### config.mk
export PLATFORM = sky130hd
export DESIGN_NAME = io_ram_arbiter
export DESIGN_NICKNAME = d
export VERILOG_FILES = /design/src/rtl/io_ram_arbiter.sv
export SDC_FILE = /design/constraint.sdc
export NUM_CORES = 1
export LEC_CHECK = 0
export CAP_MARGIN = 20
export CORE_MARGIN = 5
export CORE_UTILIZATION = 26
export CTS_CLUSTER_SIZE = 40
export DETAILED_ROUTE_END_ITERATION = 7
export PLACE_DENSITY_LB_ADDON = 0.1
export SYNTH_ARGS = -nofsm -noshare
export SYNTH_HDL_FRONTEND = slang
export SYNTH_SLANG_ARGS = --single-unit
### constraint.sdc
create_clock -name clk -period 1.7 [get_ports clk]
set_input_delay 0.34 -clock clk [delete_from_list [all_inputs] [get_ports clk]]
set_output_delay 0.34 -clock clk [all_outputs]
set_load 0.02 [all_outputs]
### src/rtl/io_ram_arbiter.sv
// io_ram_arbiter
// Round-robin burst arbiter that shares one single-port IO RAM between the
// DMA write path and the compute-side read path. A grant lasts for a whole
// burst. When the other side is waiting, a burst is cut after maxBurst beats.
// Every hand-off passes through one IDLE cycle.
module io_ram_arbiter #(
   parameter int blockSize = 16,
   parameter int addrWidth = 16,
   parameter int maxBurst  = 32
) (
   input  logic                 clk,
   input  logic                 rst,
   input  logic                 wr_req,
   input  logic [addrWidth-1:0] wr_address,
   input  logic [blockSize-1:0] wr_data,
   input  logic                 wr_last,
   output logic                 wr_grant,
   input  logic                 rd_req,
   input  logic [addrWidth-1:0] rd_address,
   input  logic                 rd_last,
   output logic                 rd_grant,
   output logic [blockSize-1:0] rd_data,
   output logic                 rd_valid,
   output logic                 ram_enable,
   output logic                 ram_write,
   output logic [addrWidth-1:0] ram_address,
   output logic [blockSize-1:0] ram_input_data,
   input  logic [blockSize-1:0] ram_output_data
);

   localparam int CntW = $clog2(maxBurst + 1);
   localparam logic [CntW-1:0] CNT_LAST = CntW'(maxBurst - 1);
   localparam logic [CntW-1:0] CNT_MAX  = CntW'(maxBurst);

   typedef enum logic [1:0] {
      S_IDLE = 2'd0,
      S_WR   = 2'd1,
      S_RD   = 2'd2
   } state_t;

   state_t          state_q, state_d;
   logic            last_served_q, last_served_d;   // 1: read was served last
   logic [CntW-1:0] beat_cnt_q, beat_cnt_d;
   logic            rd_pending_q, rd_pending_d;

   // Request, last and competing request of the side that owns the current burst
   logic act_req_s, act_last_s, oth_req_s;

   // Select the owner's handshake signals from the current state
   always_comb begin
      act_req_s  = 1'b0;
      act_last_s = 1'b0;
      oth_req_s  = 1'b0;
      case (state_q)
         S_WR: begin
            act_req_s  = wr_req;
            act_last_s = wr_last;
            oth_req_s  = rd_req;
         end
         S_RD: begin
            act_req_s  = rd_req;
            act_last_s = rd_last;
            oth_req_s  = wr_req;
         end
         default: begin
            act_req_s  = 1'b0;
            act_last_s = 1'b0;
            oth_req_s  = 1'b0;
         end
      endcase
   end

   // Next-state logic: round-robin grant from IDLE, burst release conditions
   always_comb begin
      state_d       = state_q;
      last_served_d = last_served_q;
      beat_cnt_d    = beat_cnt_q;
      case (state_q)
         S_IDLE: begin
            beat_cnt_d = {CntW{1'b0}};
            if (wr_req && rd_req) begin
               if (last_served_q) begin
                  state_d       = S_WR;
                  last_served_d = 1'b0;
               end else begin
                  state_d       = S_RD;
                  last_served_d = 1'b1;
               end
            end else if (wr_req) begin
               state_d       = S_WR;
               last_served_d = 1'b0;
            end else if (rd_req) begin
               state_d       = S_RD;
               last_served_d = 1'b1;
            end else begin
               state_d = S_IDLE;
            end
         end
         S_WR, S_RD: begin
            // Count beats, saturating so a long uncontested burst never wraps
            if (act_req_s && (beat_cnt_q != CNT_MAX)) begin
               beat_cnt_d = beat_cnt_q + CntW'(1);
            end else begin
               beat_cnt_d = beat_cnt_q;
            end
            // A dropped request releases the RAM just like a last beat
            if (!act_req_s) begin
               state_d = S_IDLE;
            end else if (act_last_s) begin
               state_d = S_IDLE;
            end else if ((beat_cnt_q == CNT_LAST) && oth_req_s) begin
               state_d = S_IDLE;
            end else begin
               state_d = state_q;
            end
         end
         default: begin
            state_d    = S_IDLE;
            beat_cnt_d = {CntW{1'b0}};
         end
      endcase
   end

   // A read beat this cycle means RAM data comes back next cycle
   always_comb begin
      rd_pending_d = (state_q == S_RD) && rd_req;
   end

   // State and bookkeeping registers with synchronous reset
   always_ff @(posedge clk) begin
      if (rst) begin
         state_q       <= S_IDLE;
         last_served_q <= 1'b1;
         beat_cnt_q    <= {CntW{1'b0}};
         rd_pending_q  <= 1'b0;
      end else begin
         state_q       <= state_d;
         last_served_q <= last_served_d;
         beat_cnt_q    <= beat_cnt_d;
         rd_pending_q  <= rd_pending_d;
      end
   end

   // RAM pin mux: driven only by the granted requester, all zero in IDLE
   always_comb begin
      wr_grant       = 1'b0;
      rd_grant       = 1'b0;
      ram_enable     = 1'b0;
      ram_write      = 1'b0;
      ram_address    = {addrWidth{1'b0}};
      ram_input_data = {blockSize{1'b0}};
      case (state_q)
         S_WR: begin
            wr_grant       = 1'b1;
            ram_enable     = wr_req;
            ram_write      = 1'b1;
            ram_address    = wr_address;
            ram_input_data = wr_data;
         end
         S_RD: begin
            rd_grant    = 1'b1;
            ram_enable  = rd_req;
            ram_write   = 1'b0;
            ram_address = rd_address;
         end
         default: begin
            wr_grant = 1'b0;
            rd_grant = 1'b0;
         end
      endcase
   end

   // Read return: RAM output is valid the cycle after a read beat
   always_comb begin
      rd_valid = rd_pending_q;
      if (rd_pending_q) begin
         rd_data = ram_output_data;
      end else begin
         rd_data = {blockSize{1'b0}};
      end
   end

endmodule

==> results by group <==
Run status
  • Status: finished, violations left
  • Failing checks: negative setup slack

Finish
  • Final std cells w/o fill: 319
  • Layout cells sized above 1: 40.2%
  • Total inserted antenna cells: 0
  • Core Util, Final: 71.4%
  • Final Net Count: 347
  • Area grow syn2layout: 165%
  • Design Area, Final: 2630 sq um
  • Filler cells: 297

STA
  • Worst-Margin Slew: 0.331 ns
  • Fin. Hold Viols: 0
  • Final worst slack: -0.0411 ns
  • Endpoints failing setup: 11
  • RSZ-0062 raised after global routing: yes
  • Slew headroom: 77.7%
  • Highest clock rate: 574 MHz
  • Slew Limit Fails: 0
  • Final Skew: 0.00146 ns
  • Final Critical Period: 1.74 ns
  • Tcrit/Tclk final: 102%

Place
  • Placed inst area: 2430 sq um
  • IO Port Bufs: 122
  • Post-DP HPWL: 3810 um
  • GPL Wtd Cong: 0.762
  • Dpl cells: 310

Detailed routing
  • DRC violations left: 0
  • TritonRoute pass-1 iters: 3
  • Avg Vias per Cell: 4.57
  • WL/cell: 15.3 um
  • Post-DRT Antenna Nets: 0
  • Initial drt markers: 51
  • Post-Route WL: 4890 um
  • Routed vias: 1458

Die
  • Core Region: 3690 sq um
  • IO Pins: 123
  • Site Rows: 22
  • Die Ht: 71.9 um
  • Initial Util: 27.0%
  • Die area: 5160 sq um
  • Die Width: 71.9 um

Synthesis
  • Top_reg_cell synth: dfxtp_1
  • Commonest cells in the synthesized netlist: 32 x and2_1, 23 x nor2_1, 18 x a22oi_1, 10 x dfxtp_1, 5 x ha_1
  • Post-Syn Area: 995 sq um
  • Synth Warn #: 0
  • Yosys top cell area share: 20.1%
  • Post-synthesis sequential area ratio: 20.1%
  • Ys async rst share: 0%
  • Syn Area/Cell: 7.54 sq um
  • Netlist cell types: 33
  • Biggest area consumer among synthesized cells: and2_1
  • Yosys reg bits: 10
  • Post-Synthesis Cells: 132
  • Synth area leaders: and2_1 20%, dfxtp_1 20%, a22oi_1 14%, nor2_1 8.7%, ha_1 6.3%
  • Synthesized net count: 207
  • Top-count cell post-synth: and2_1
  • Post-synth EDFFs: 0

Pwr
  • VDD IR max: 0.000226 V
  • Pleak: 1.11 nW
  • Cell Pwr Density: 430 nW/um^2

Clock network
  • Worst-path clk slew: 0.05 ns
  • CTS max path bufs: 2
  • Num CTS Buffers: 3
  • CTS Sinks: 10
  • H-tree Lvls: 1
  • Worst-Skew Late Latency: 0.24 ns
  • Clk Tree Root Cell: clkbuf_8
  • CTS tree: done
  • Cts hold-fix bufs: 0

Worst hold path
  • Worst min-delay path category: flop to flop

Global routing
  • Initial antenna violation count: 0
  • Largest net degree at the start of global routing: 19
  • First-pass GRT wire length: 7360 um
  • Gr ovfl total: 0
  • GRT Total Usage: 18.1%
  • Vias in the first global route: 1528

Job
  • Max Cap Viol: 0

Worst setup path
  • Worst EP required: 1.36 ns
  • Crit path DAT: 1.40 ns
  • Crit-path max FO: 3
  • Setup Crit Path Kind: flop to output port
  • Startpoint types: flop
  • CP endpoint kind: output port
## worst paths after layout
kind | from | to | slack, ns | cells after the start
worst max-delay path | state_q[1] | ram_enable | -0.04 | 6
worst min register to register | last_served_q | last_served_q | 0.52 | 1
worst min-delay path | last_served_q | last_served_q | 0.52 | 1
worst max register to register | state_q[0] | beat_cnt_q[1] | -0.01 | 9
## metal layers
layer / vias to the layer above / track usage (%) / part of all wire, %
met5: - / 0 / 0
met4: 0 / 5.64 / 1.3
met3: 7 / 10.1 / 13
met2: 72 / 31.0 / 50
met1: 642 / 18.7 / 36
li1: 737 / - / -
## logic make-up (layout without fill, tap and decap cells)
| logic type | after synthesis | after routing | synth area share [%] |
|---|---|---|---|
| simple gates | 71 | 71 | 40.0 |
| compound gates | 26 | 26 | 21.5 |
| mux | 2 | 2 | 2.01 |
| xor+xnor | 4 | 4 | 3.52 |
| fa+ha+maj | 5 | 5 | 6.29 |
| flops | 10 | 10 | 20.1 |
| buf+inv | 14 | 153 | 6.54 |
## power breakdown
group          internal [mW]  total [mW]  switching [mW]
Combinational          0.330       0.580           0.251
Sequential             0.242       0.248         0.00515
Clock                  0.204       0.305           0.101
Total                  0.776        1.13           0.356
## timing repair
action	4_1_cts	5_1_grt
gates cloned	1	0
resized for setup	209	23
buffers inserted	3	1
setup endpoints to repair	57	41
pin swaps	7	12
## per-stage QoR
stage          TNS, ns  total power, mW  setup slack, ns  hold WS (ns)
2_1_floorplan        0            0.456           0.0340         0.445
3_3_place_gp    -11.75            0.765           -0.371         0.496
3_5_place_dp    -12.01            0.768           -0.384         0.506
4_1_cts         -0.323             1.12          -0.0467         0.517
5_1_grt          -1.07             1.19          -0.0999         0.528
6_report        -0.180             1.13          -0.0411         0.520
## state kept, by name, indices dropped and copies added, names as in the netlist
name and count:
beat_cnt_q 6, last_served_q 1, rd_valid 1, state_q 2
## area by class of cell
| class | count | area (sq um) | area share, % |
|---|---|---|---|
| Sequential cell | 10 | 203 | 7.70 |
| Clock buffer | 4 | 55.1 | 2.09 |
| Inverter | 5 | 23.8 | 0.903 |
| Timing Repair Buffer | 144 | 1380 | 52.2 |
| Multi-Input combinational cell | 108 | 917 | 34.8 |
| Tap cell | 48 | 60.1 | 2.28 |
## critical path, stage by stage (launching register included)
cell and delay, ns:
dfxtp_2 0.32, buf_6 0.11, ha_4 0.18, buf_4 0.14, a22oi_2 0.16, nor2_1 0.07, buf_2 0.16
## layout by cell type (no fill, tap or decap), types with 3 or more instances in the layout
cell             Yosys  routed
a22oi_2              1      18
buf_4                3      23
nor2_1              23       9
buf_2                1      12
clkdlybuf4s50_1      0      70
nand2_1              3       3
nor2_2               0      14
dlygate4sd2_1        0      16
and2_1              32      32
clkbuf_8             0       4
buf_6                0      18
buf_12               0       3
ha_4                 0       3
dfxtp_1             10       8
(Power assumes the default switching activity.)
